<file path="config.mk">
export PLATFORM = sky130hd
export DESIGN_NAME = fifo_stream_reader
export DESIGN_NICKNAME = d
export VERILOG_FILES = /design/src/rtl/fifo_stream_reader.sv
export SDC_FILE = /design/constraint.sdc
export NUM_CORES = 1
export LEC_CHECK = 0
export CAP_MARGIN = 20
export CORE_MARGIN = 3
export CORE_UTILIZATION = 45
export DETAILED_ROUTE_END_ITERATION = 10
export GPL_ROUTABILITY_DRIVEN = 0
export GPL_TIMING_DRIVEN = 0
export MAX_ROUTING_LAYER = met4
export PLACE_DENSITY = 0.73
export SETUP_SLACK_MARGIN = 0.3
export SLEW_MARGIN = 10
export SYNTH_ARGS = -nofsm -noshare
export SYNTH_HDL_FRONTEND = slang
export SYNTH_SLANG_ARGS = --single-unit
</file>
<file path="constraint.sdc">
create_clock -name i_CLK -period 6.9 [get_ports i_CLK]
set_input_delay 1.725 -clock i_CLK [delete_from_list [all_inputs] [get_ports i_CLK]]
set_output_delay 1.725 -clock i_CLK [all_outputs]
set_load 0.02 [all_outputs]
</file>
<file path="src/rtl/fifo_stream_reader.sv">
// Drains a synchronous FIFO into a BUF_DEPTH-entry skid buffer, presented downstream as valid/ready; FIFO_READER_FWFT_EN selects a first-word-fall-through FIFO.
// Latency: a word reaches o_VALID 2 cycles after o_FIFO_RD_EN (1 cycle with FIFO_READER_FWFT_EN).
// Backpressure: o_FIFO_RD_EN is withheld while buffered plus in-flight words would exceed BUF_DEPTH.
module fifo_stream_reader #(
  parameter int WIDTH     = 8,
  parameter int BUF_DEPTH = 2,
  parameter int CNT_W     = 16
) (
  input  logic                         i_CLK,
  input  logic                         i_RESET,
  input  logic                         i_FIFO_EMPTY,
  input  logic [WIDTH-1:0]             i_FIFO_RD_DATA,
  input  logic                         i_FIFO_VALID,
  output logic                         o_FIFO_RD_EN,
  output logic [WIDTH-1:0]             o_DATA,
  output logic                         o_VALID,
  input  logic                         i_READY,
  output logic [$clog2(BUF_DEPTH):0]   o_BUF_COUNT,
  output logic [CNT_W-1:0]             o_XFER_CNT,
  output logic                         o_PROTO_ERR
);
  localparam int PTR_W = $clog2(BUF_DEPTH);
  localparam int LVL_W = PTR_W + 2;

  logic [WIDTH-1:0] buf_mem [BUF_DEPTH];
  logic [PTR_W-1:0] wr_ptr;
  logic [PTR_W-1:0] rd_ptr;
  logic [PTR_W:0]   count;
  logic [CNT_W-1:0] xfer_cnt;
  logic             pop;
  logic             push;
  logic [LVL_W-1:0] level;

  assign pop = (count != '0) & i_READY;

`ifdef FIFO_READER_FWFT_EN
  logic unused_fifo_valid;
  assign unused_fifo_valid = i_FIFO_VALID;

  // Read data is already on the bus, so the pop and the buffer write coincide.
  assign level       = LVL_W'(count) - LVL_W'(pop);
  assign push        = o_FIFO_RD_EN;
  assign o_PROTO_ERR = 1'b0;
`else
  logic inflight;
  logic proto_err;

  // An outstanding read already owns a buffer slot even though its data has not landed.
  assign level       = LVL_W'(count) + LVL_W'(inflight) - LVL_W'(pop);
  assign push        = i_FIFO_VALID & inflight;
  assign o_PROTO_ERR = proto_err;

  always_ff @(posedge i_CLK) begin
    if (i_RESET) begin
      inflight  <= 1'b0;
      proto_err <= 1'b0;
    end else begin
      inflight <= o_FIFO_RD_EN;
      if (i_FIFO_VALID != inflight) proto_err <= 1'b1;
    end
  end
`endif

  assign o_FIFO_RD_EN = !i_RESET & !i_FIFO_EMPTY & (level < LVL_W'(BUF_DEPTH));

  always_ff @(posedge i_CLK) begin
    if (push && !i_RESET) buf_mem[wr_ptr] <= i_FIFO_RD_DATA;
  end

  always_ff @(posedge i_CLK) begin
    if (i_RESET) begin
      wr_ptr   <= '0;
      rd_ptr   <= '0;
      count    <= '0;
      xfer_cnt <= '0;
    end else begin
      if (push) wr_ptr <= wr_ptr + 1'b1;
      if (pop) begin
        rd_ptr   <= rd_ptr + 1'b1;
        xfer_cnt <= xfer_cnt + 1'b1;
      end
      case ({push, pop})
        2'b10:   count <= count + 1'b1;
        2'b01:   count <= count - 1'b1;
        default: count <= count;
      endcase
    end
  end

  assign o_VALID     = (count != '0);
  assign o_DATA      = o_VALID ? buf_mem[rd_ptr] : '0;
  assign o_BUF_COUNT = count;
  assign o_XFER_CNT  = xfer_cnt;
endmodule

</file>
# After elaboration in Yosys (flattened, before gate mapping)

Memory sizes are Yosys's and may differ from the RTL's. A register that Yosys moved wholly into a read port is not among the register bits.
Index checks and enable logic that the tools add are counted.

Add/sub/neg operators: 7
Magnitude comparators: 1
Equal/unequal tests: 3
Mux-type cells: 6
Bitwise gates (word level): 4
Reduce and logical (&&, ||, !) cells: 5

Operators by type and width:

| kind                                                       | count |
|---|---|
| adder 16 x 1 -> 16 bit, second input constant              | 1 |
| 2-to-1 mux 8 bit                                           | 1 |
| AND 1 bit                                                  | 4 |
| 2-to-1 mux 1 bit                                           | 4 |
| case mux 2 bit (2 select lines)                            | 1 |
| nonzero test 2 bit                                         | 2 |
| adder 2 x 1 -> 3 bit                                       | 1 |
| less-than comparator 3 x 2 -> 1 bit, second input constant | 1 |
| subtractor 3 x 1 -> 3 bit                                  | 1 |
| adder 1 bit, second input constant                         | 2 |
| adder 2 x 1 -> 2 bit, second input constant                | 1 |
| == test 2 x 1 -> 1 bit, second input constant              | 1 |
| == test 2 bit, second input constant                       | 1 |
| zero test 1 bit                                            | 2 |
| subtractor 2 x 1 -> 2 bit, second input constant           | 1 |
| logical AND 1 bit                                          | 1 |
| inequality test 1 bit                                      | 1 |

Register bits after elaboration: 22
Memory bits (writable): 16
Input port bits: 13
Output and inout port bits: 29
Word-level logic and storage cells: 33
Memories kept: 1

Memories:

| name    | depth | bits a word | rd ports | clocked after memory_dff | write ports | line | source |
|---|---|---|---|---|---|---|---|
| buf_mem | 2     | 8           | 1        | 1                        | 1           | 25   | `logic [WIDTH-1:0] buf_mem [BUF_DEPTH];` |

# Depth between registers and ports, before layout

Gate-level depths: netlist (run 1).

Word-level depth: 5
Depth in mapped cells: 6

# Least setup slack after synthesis (run 1)

No wires, ideal clock.

Path type: input port to output port
Start point: in i_READY
End point: out o_FIFO_RD_EN
Data arrival time: 3.544 ns
Required time: 5.175 ns
Path slack: 1.631 ns
Cell stages on the path: 6
Buffers on the path: 1
Cell sequence: clkbuf_2 o21ai_1 nor2_1 fa_1 xor2_1 nor4b_1

Longest elaborated chain between the ends: 4

Ends and longest elaborated chain:

| element                             | line | source |
|---|---|---|
| start: declaration                  | 17   | `input logic i_READY,` |
| AND 1 bit                           | 34   | `assign pop = (count != '0) & i_READY;` |
| subtractor 3 x 1 -> 3 bit           | 49   | `assign level = LVL_W'(count) + LVL_W'(inflight) - LVL_W'(pop);` |
| less-than comparator 3 x 2 -> 1 bit | 64   | `assign o_FIFO_RD_EN = !i_RESET & !i_FIFO_EMPTY & (level < LVL_W'(BUF_DEPTH));` |
| AND 1 bit                           | 64   |  |
| end: declaration                    | 14   | `output logic o_FIFO_RD_EN,` |

Every way passes these cells.

# Worst setup path after layout (run 1)

Same ends and word-level chain as after synthesis.

==> results.tsv, run 1 <==
metric	value	unit
number of synthesized flops with an enable pin	16	
Design Area, Final	2250	sq um
number of fillers in the final layout	292	
Detailed Place HPWL	2.40	mm
R2R depth	6	
DR iter-0 viols	37	
PD cells	230	nW/um^2
number of max-cap violations	0	
CTS buffer count	5	
Netlist Area Pre-Place	1680	sq um
Vias/cell	5.13	
Crit. End Element	output pin	
max-slew violations	0	
crit path kind	in -> out	
All-Layer GR Usage	17.6	%
DR vias	1283	
CTS sink cnt	39	
Seq/Total Area, Yosys	56.0	%
root buffer cell	clkbuf_8	
die area	4500	sq um
largest net degree at the start of global routing	14	
# rows	21	
initial antenna violation count	0	
Setup TNS Final	0	ps
minimum clock period	5640	ps
Area Growth Syn to Fin	34.0	%
capturing point of the worst reg2reg path	inflight	
WL final	3.38	mm
Area after DPL	2130	sq um
VDD IR-drop max	0.123	mV
later-pin clock latency in the skew report	290	ps
vias in the first global route	1241	
IO Count	42	
postcts setup bufs	0	
element type at the critical path start	primary input	
fraction of layout cells with a size suffix above 1	8.82	%
count of mapped cells out of synthesis	155	
gr ovfl total	0	
Syn. warnings	0	
required time worst endpoint	5180	ps
CTS tree	yes	
worst r2r src	o_BUF_COUNT[1]	
ys flop type	dfxtp_1	
HP Class	reg -> reg	
clk buf depth	2	
RSZ-0062 raised after global routing	no	
Crit Path Max Fanout	6	
Syn Nets	171	
Hold EP	o_PROTO_ERR	
final cell count without fillers	250	
post-CTS resize count	0	
crit-path cells	clkbuf_2 > o21ai_1 > nor2_1 > fa_1 > xor2_1 > nor4b_1 > clkdlybuf4s50_1	
Avg Inst Size Synth	10.8	sq um
Leak Pwr	0.777	nW
Post-route DRC	0	
Post-DRT Antenna Nets	0	
hold path start	o_PROTO_ERR	
Final nets	219	
Slowest cell on crit path	clkdlybuf4s50_1	
n_diodes	0	
DR WL/cell	13.5	um
slowest stage delay, CP	690	ps
router iterations before antenna repair	4	
DP Worst Slack	1260	ps
measured slew at the worst slew-check pin	579	ps
Slew HR	61.1	%
CTS hold repair buffers	0	
Final Hold Viols	0	
final worst setup slack	1260	ps
Placed Cells incl. Taps	241	
Synth Register Bits	39	
Die Y	67.1	um
R2R Setup Slk	4760	ps
Cells on Worst Hold Path	2	
period utilization	81.8	%
run status	complete, no violations	
f_max	0.177	GHz
H-tree lvl count	2	
port bufs	39	
Final setup viols	0	
initial core utilization	48.4	%
Clock Pin Slew Worst Setup and Hold Paths	70	ps
first-pass GRT wire length	5.67	mm
final setup skew	4.86	ps
Core ar.	3470	sq um
ys async rst share	0	%
Die X	67.1	um
crit path DAT	3920	ps
overall power	0.518	mW
unique cell type count in the Yosys netlist	33	
routing by layer:
metal / vias up / part of all wire (%) / GRT usage [%]
li1: 637 / - / -
met1: 595 / 44 / 20.4
met2: 43 / 48 / 27.9
met3: 8 / 6.4 / 5.90
met4: 0 / 2.0 / 7.09
met5: - / 0 / -
placed cells by master, fill, tap and decap left out, types with 2 or more instances in the layout:
cell	Yosys	final
a21oi_1	4	4
buf_2	2	4
clkbuf_1	4	4
clkbuf_8	0	5
clkdlybuf4s50_1	0	39
dfxtp_1	23	23
edfxtp_1	16	16
ha_1	2	2
inv_1	5	5
mux2i_1	9	9
nand2_1	8	8
nand3_1	2	2
nand4_1	2	2
nor2_1	31	31
nor3_1	5	5
nor4_1	3	3
nor4b_1	2	2
o21ai_0	3	3
or3_2	2	2
xnor2_1	12	12
xor2_1	6	6
worst max path at each step:
stage,startpoint,to,slack (ps),cells after the start
2_1_floorplan,i_READY,o_FIFO_RD_EN,1630,6
3_3_place_gp,i_READY,o_FIFO_RD_EN,1390,7
3_5_place_dp,i_READY,o_FIFO_RD_EN,1260,7
4_1_cts,i_READY,o_FIFO_RD_EN,1250,7
5_1_grt,i_READY,o_FIFO_RD_EN,1160,7
6_report,i_READY,o_FIFO_RD_EN,1260,7
synthesized netlist by cell type, drive strengths merged, types with 2 or more instances:
master / number / share of area (%)
a21oi: 4 / 1.2
buf: 2 / 0.60
clkbuf: 5 / 1.2
dfxtp: 23 / 27
edfxtp: 16 / 29
ha: 2 / 1.5
inv: 5 / 1.1
mux2i: 9 / 5.4
nand2: 8 / 1.8
nand3: 2 / 0.60
nand4: 3 / 2.0
nor2: 31 / 6.9
nor3: 5 / 1.5
nor4: 3 / 1.1
nor4b: 2 / 1.0
o21ai: 4 / 1.2
or3: 4 / 1.9
xnor2: 12 / 6.3
xor2: 6 / 3.1
registers in the layout, indices dropped and copies added, names as in the netlist, named ones only:
register / count
o_XFER_CNT: 16
rd_ptr: 1
o_PROTO_ERR: 1
buf_mem: 16
o_BUF_COUNT: 2
inflight: 1
wr_ptr: 1
cells by family (layout without fill, tap and decap cells):
family / after synthesis / after routing / synth area share [%]
DFF: 39 / 39 / 56.0
buffers and inverters: 12 / 61 / 2.91
AOI/OAI and AO/OA: 13 / 13 / 5.29
adders and majority gates: 3 / 3 / 2.68
and+or+nand+nor: 61 / 61 / 18.3
muxes: 9 / 9 / 5.37
xor gates and xnor gates: 18 / 18 / 9.39
stage by stage:
step / hold WS, ps / util (%)
4_1_cts: 484 / 64.7
3_3_place_gp: 453 / 61.3
2_1_floorplan: 472 / -
3_5_place_dp: 468 / 61.5
5_1_grt: 508 / 64.9
6_report: 487 / 64.9
cell type report:
| class | instances | area (sq um) | area share (%) |
|---|---|---|---|
| Sequential cell | 39 | 941 | 41.8 |
| Multi-Input combinational cell | 104 | 689 | 30.6 |
| Timing Repair Buffer | 41 | 400 | 17.8 |
| Clock buffer | 5 | 68.8 | 3.06 |
| Tap cell | 46 | 57.6 | 2.56 |
| Clock inverter | 3 | 43.8 | 1.95 |
| Buffer | 7 | 30.0 | 1.33 |
| Inverter | 5 | 18.8 | 0.834 |
report_power, final:
group / switching, mW / leakage (nW) / total [mW] / internal [mW]
clock network: 0.0790 / 0.0581 / 0.187 / 0.108
logic: 0.0433 / 0.388 / 0.0811 / 0.0377
registers: 0.00375 / 0.331 / 0.251 / 0.247
worst max-delay path: cells and delay by family:
kind	cells	cell delay [ps]
adders and majority gates	1	420
buffers and inverters	2	830
AOI/OAI and AO/OA	1	340
and+or+nand+nor	2	430
xor gates and xnor gates	1	170
No activity file was read; power rests on OpenSTA's default activity.
==> run 2: changes to the inputs <==
==> constraint.sdc (replaced) <==
create_clock -name i_CLK -period 5.85 [get_ports i_CLK]
set_input_delay 1.4625 -clock i_CLK [delete_from_list [all_inputs] [get_ports i_CLK]]
set_output_delay 1.4625 -clock i_CLK [all_outputs]
set_load 0.02 [all_outputs]
==> results of run 2 <==
Same layout as run 1 (identical final DEF). Status: complete, no violations.
Main changes from that run: setup slack after placement 1260 ps -> 731 ps; setup slack after layout 1260 ps -> 734 ps; register-to-register setup slack 4760 ps -> 3710 ps; total power 0.518 mW -> 0.611 mW; worst IR drop on VDD 0.123 mV -> 0.145 mV
==> run 3: changes to the inputs <==
--- a/config.mk
+++ b/config.mk
@@ -14,7 +14,6 @@
 export MAX_ROUTING_LAYER = met4
 export PLACE_DENSITY = 0.73
 export SETUP_SLACK_MARGIN = 0.3
-export SLEW_MARGIN = 10
 export SYNTH_ARGS = -nofsm -noshare
 export SYNTH_HDL_FRONTEND = slang
 export SYNTH_SLANG_ARGS = --single-unit
==> results.tsv, run 3 (synthesis results as in run 1) <==
metric	value	unit
run status	complete, no violations	
root buffer cell	clkbuf_8	
largest net degree at the start of global routing	13	
clk buf depth	2	
router iterations before antenna repair	4	
Crit Path Max Fanout	6	
Detailed Place HPWL	2.42	mm
H-tree lvl count	2	
Crit. End Element	output pin	
element type at the critical path start	primary input	
Slew HR	60.9	%
gr ovfl total	0	
Die Y	67.1	um
minimum clock period	5120	ps
VDD IR-drop max	0.141	mV
CTS hold repair buffers	0	
switching power total	0.146	mW
WL final	3.32	mm
Post-route DRC	0	
period utilization	87.6	%
DR iter-0 viols	57	
final worst setup slack	726	ps
crit path kind	in -> out	
later-pin clock latency in the skew report	290	ps
number of max-cap violations	0	
Post-DRT Antenna Nets	0	
CTS tree	yes	
Core ar.	3470	sq um
measured slew at the worst slew-check pin	582	ps
crit path DAT	3660	ps
postcts setup bufs	0	
Leak Pwr	0.758	nW
initial antenna violation count	0	
CTS buffer count	5	
n_diodes	0	
PD cells	253	nW/um^2
commonest non-fill, non-tap cell in the layout	clkdlybuf4s50_1	
required time worst endpoint	4390	ps
Final setup viols	0	
Vias/cell	5.06	
final setup skew	5.90	ps
first-pass GRT wire length	5.61	mm
Clk pwr share	30.5	%
HP Class	reg -> reg	
Final nets	219	
register share of total power	52.6	%
switching part of the total	25.9	%
CTS sink cnt	39	
# rows	21	
post-CTS resize count	0	
Comb pwr share	17.0	%
RSZ-0062 raised after global routing	no	
All-Layer GR Usage	17.3	%
initial core utilization	48.4	%
Setup TNS Final	0	ps
vias in the first global route	1228	
max-slew violations	0	
number of fillers in the final layout	296	
Clock Pin Slew Worst Setup and Hold Paths	70	ps
commonest cells after routing, fill and taps aside	39 x clkdlybuf4s50_1, 31 x nor2_1, 23 x dfxtp_1, 16 x edfxtp_1, 12 x xnor2_1	
Cells on Worst Hold Path	2	
fraction of layout cells with a size suffix above 1	7.84	%
DR vias	1265	
R2R depth	6	
die area	4500	sq um
DP Worst Slack	724	ps
Die X	67.1	um
Int Pwr	0.417	mW
Area Growth Syn to Fin	32.4	%
Final Hold Viols	0	
f_max	0.195	GHz
port bufs	39	
DR WL/cell	13.3	um
IO Count	42	
==> run 3: power by group through the flow <==
stage	sequential, mW	clock, mW	combinational [mW]
finish	0.296	0.171	0.0954
global route	0.297	0.189	0.104
CTS	0.296	0.176	0.0963
detailed placement	0.302	0	0.0960
global placement	0.301	0	0.0930
floorplan	0.305	0	0.0520
==> run 3: layer usage <==
layer	global-route usage [%]	share of wire, %
met2	27.4	48
met5	-	0
met3	6.24	7.1
met1	20.0	45
met4	6.84	0.54
==> run 3: worst paths after layout <==
path,slack [ps],startpoint,end
worst min register to register,470,o_PROTO_ERR,o_PROTO_ERR
worst min-delay path,470,o_PROTO_ERR,o_PROTO_ERR
worst max register to register,3700,o_BUF_COUNT[1],inflight
worst max-delay path,730,i_READY,o_FIFO_RD_EN
==> run 3: cell type report <==
cell class              instances  area (sq um)  area share (%)
plain buffers                   7          30.0            1.35
clock buffers                   5          68.8            3.10
clock inverters                 3          15.0           0.675
inverters                       5          18.8           0.844
multi-input cells             104           689            31.0
flip-flops and latches         39           941            42.3
well taps                      46          57.6            2.59
repair buffers                 41           403            18.1
==> run 3: critical path, stage by stage <==
cell,delay (ps)
clkbuf_2,140
o21ai_1,340
nor2_1,130
fa_1,420
xor2_1,170
nor4b_1,310
clkdlybuf4s50_1,690
==> run 3: per-stage QoR <==
| stage | cell area, sq um | total power, mW | utilization (%) | cells | hold WS, ps |
|---|---|---|---|---|---|
| 2_1_floorplan | 1680 | 0.357 | - | 155 | 472 |
| 3_3_place_gp | 2130 | 0.394 | 61.3 | 240 | 453 |
| 3_5_place_dp | 2130 | 0.398 | 61.5 | 241 | 467 |
| 4_1_cts | 2220 | 0.568 | 64.0 | 249 | 482 |
| 5_1_grt | 2220 | 0.589 | 64.1 | 250 | 524 |
| 6_report | 2220 | 0.562 | 64.1 | 250 | 473 |
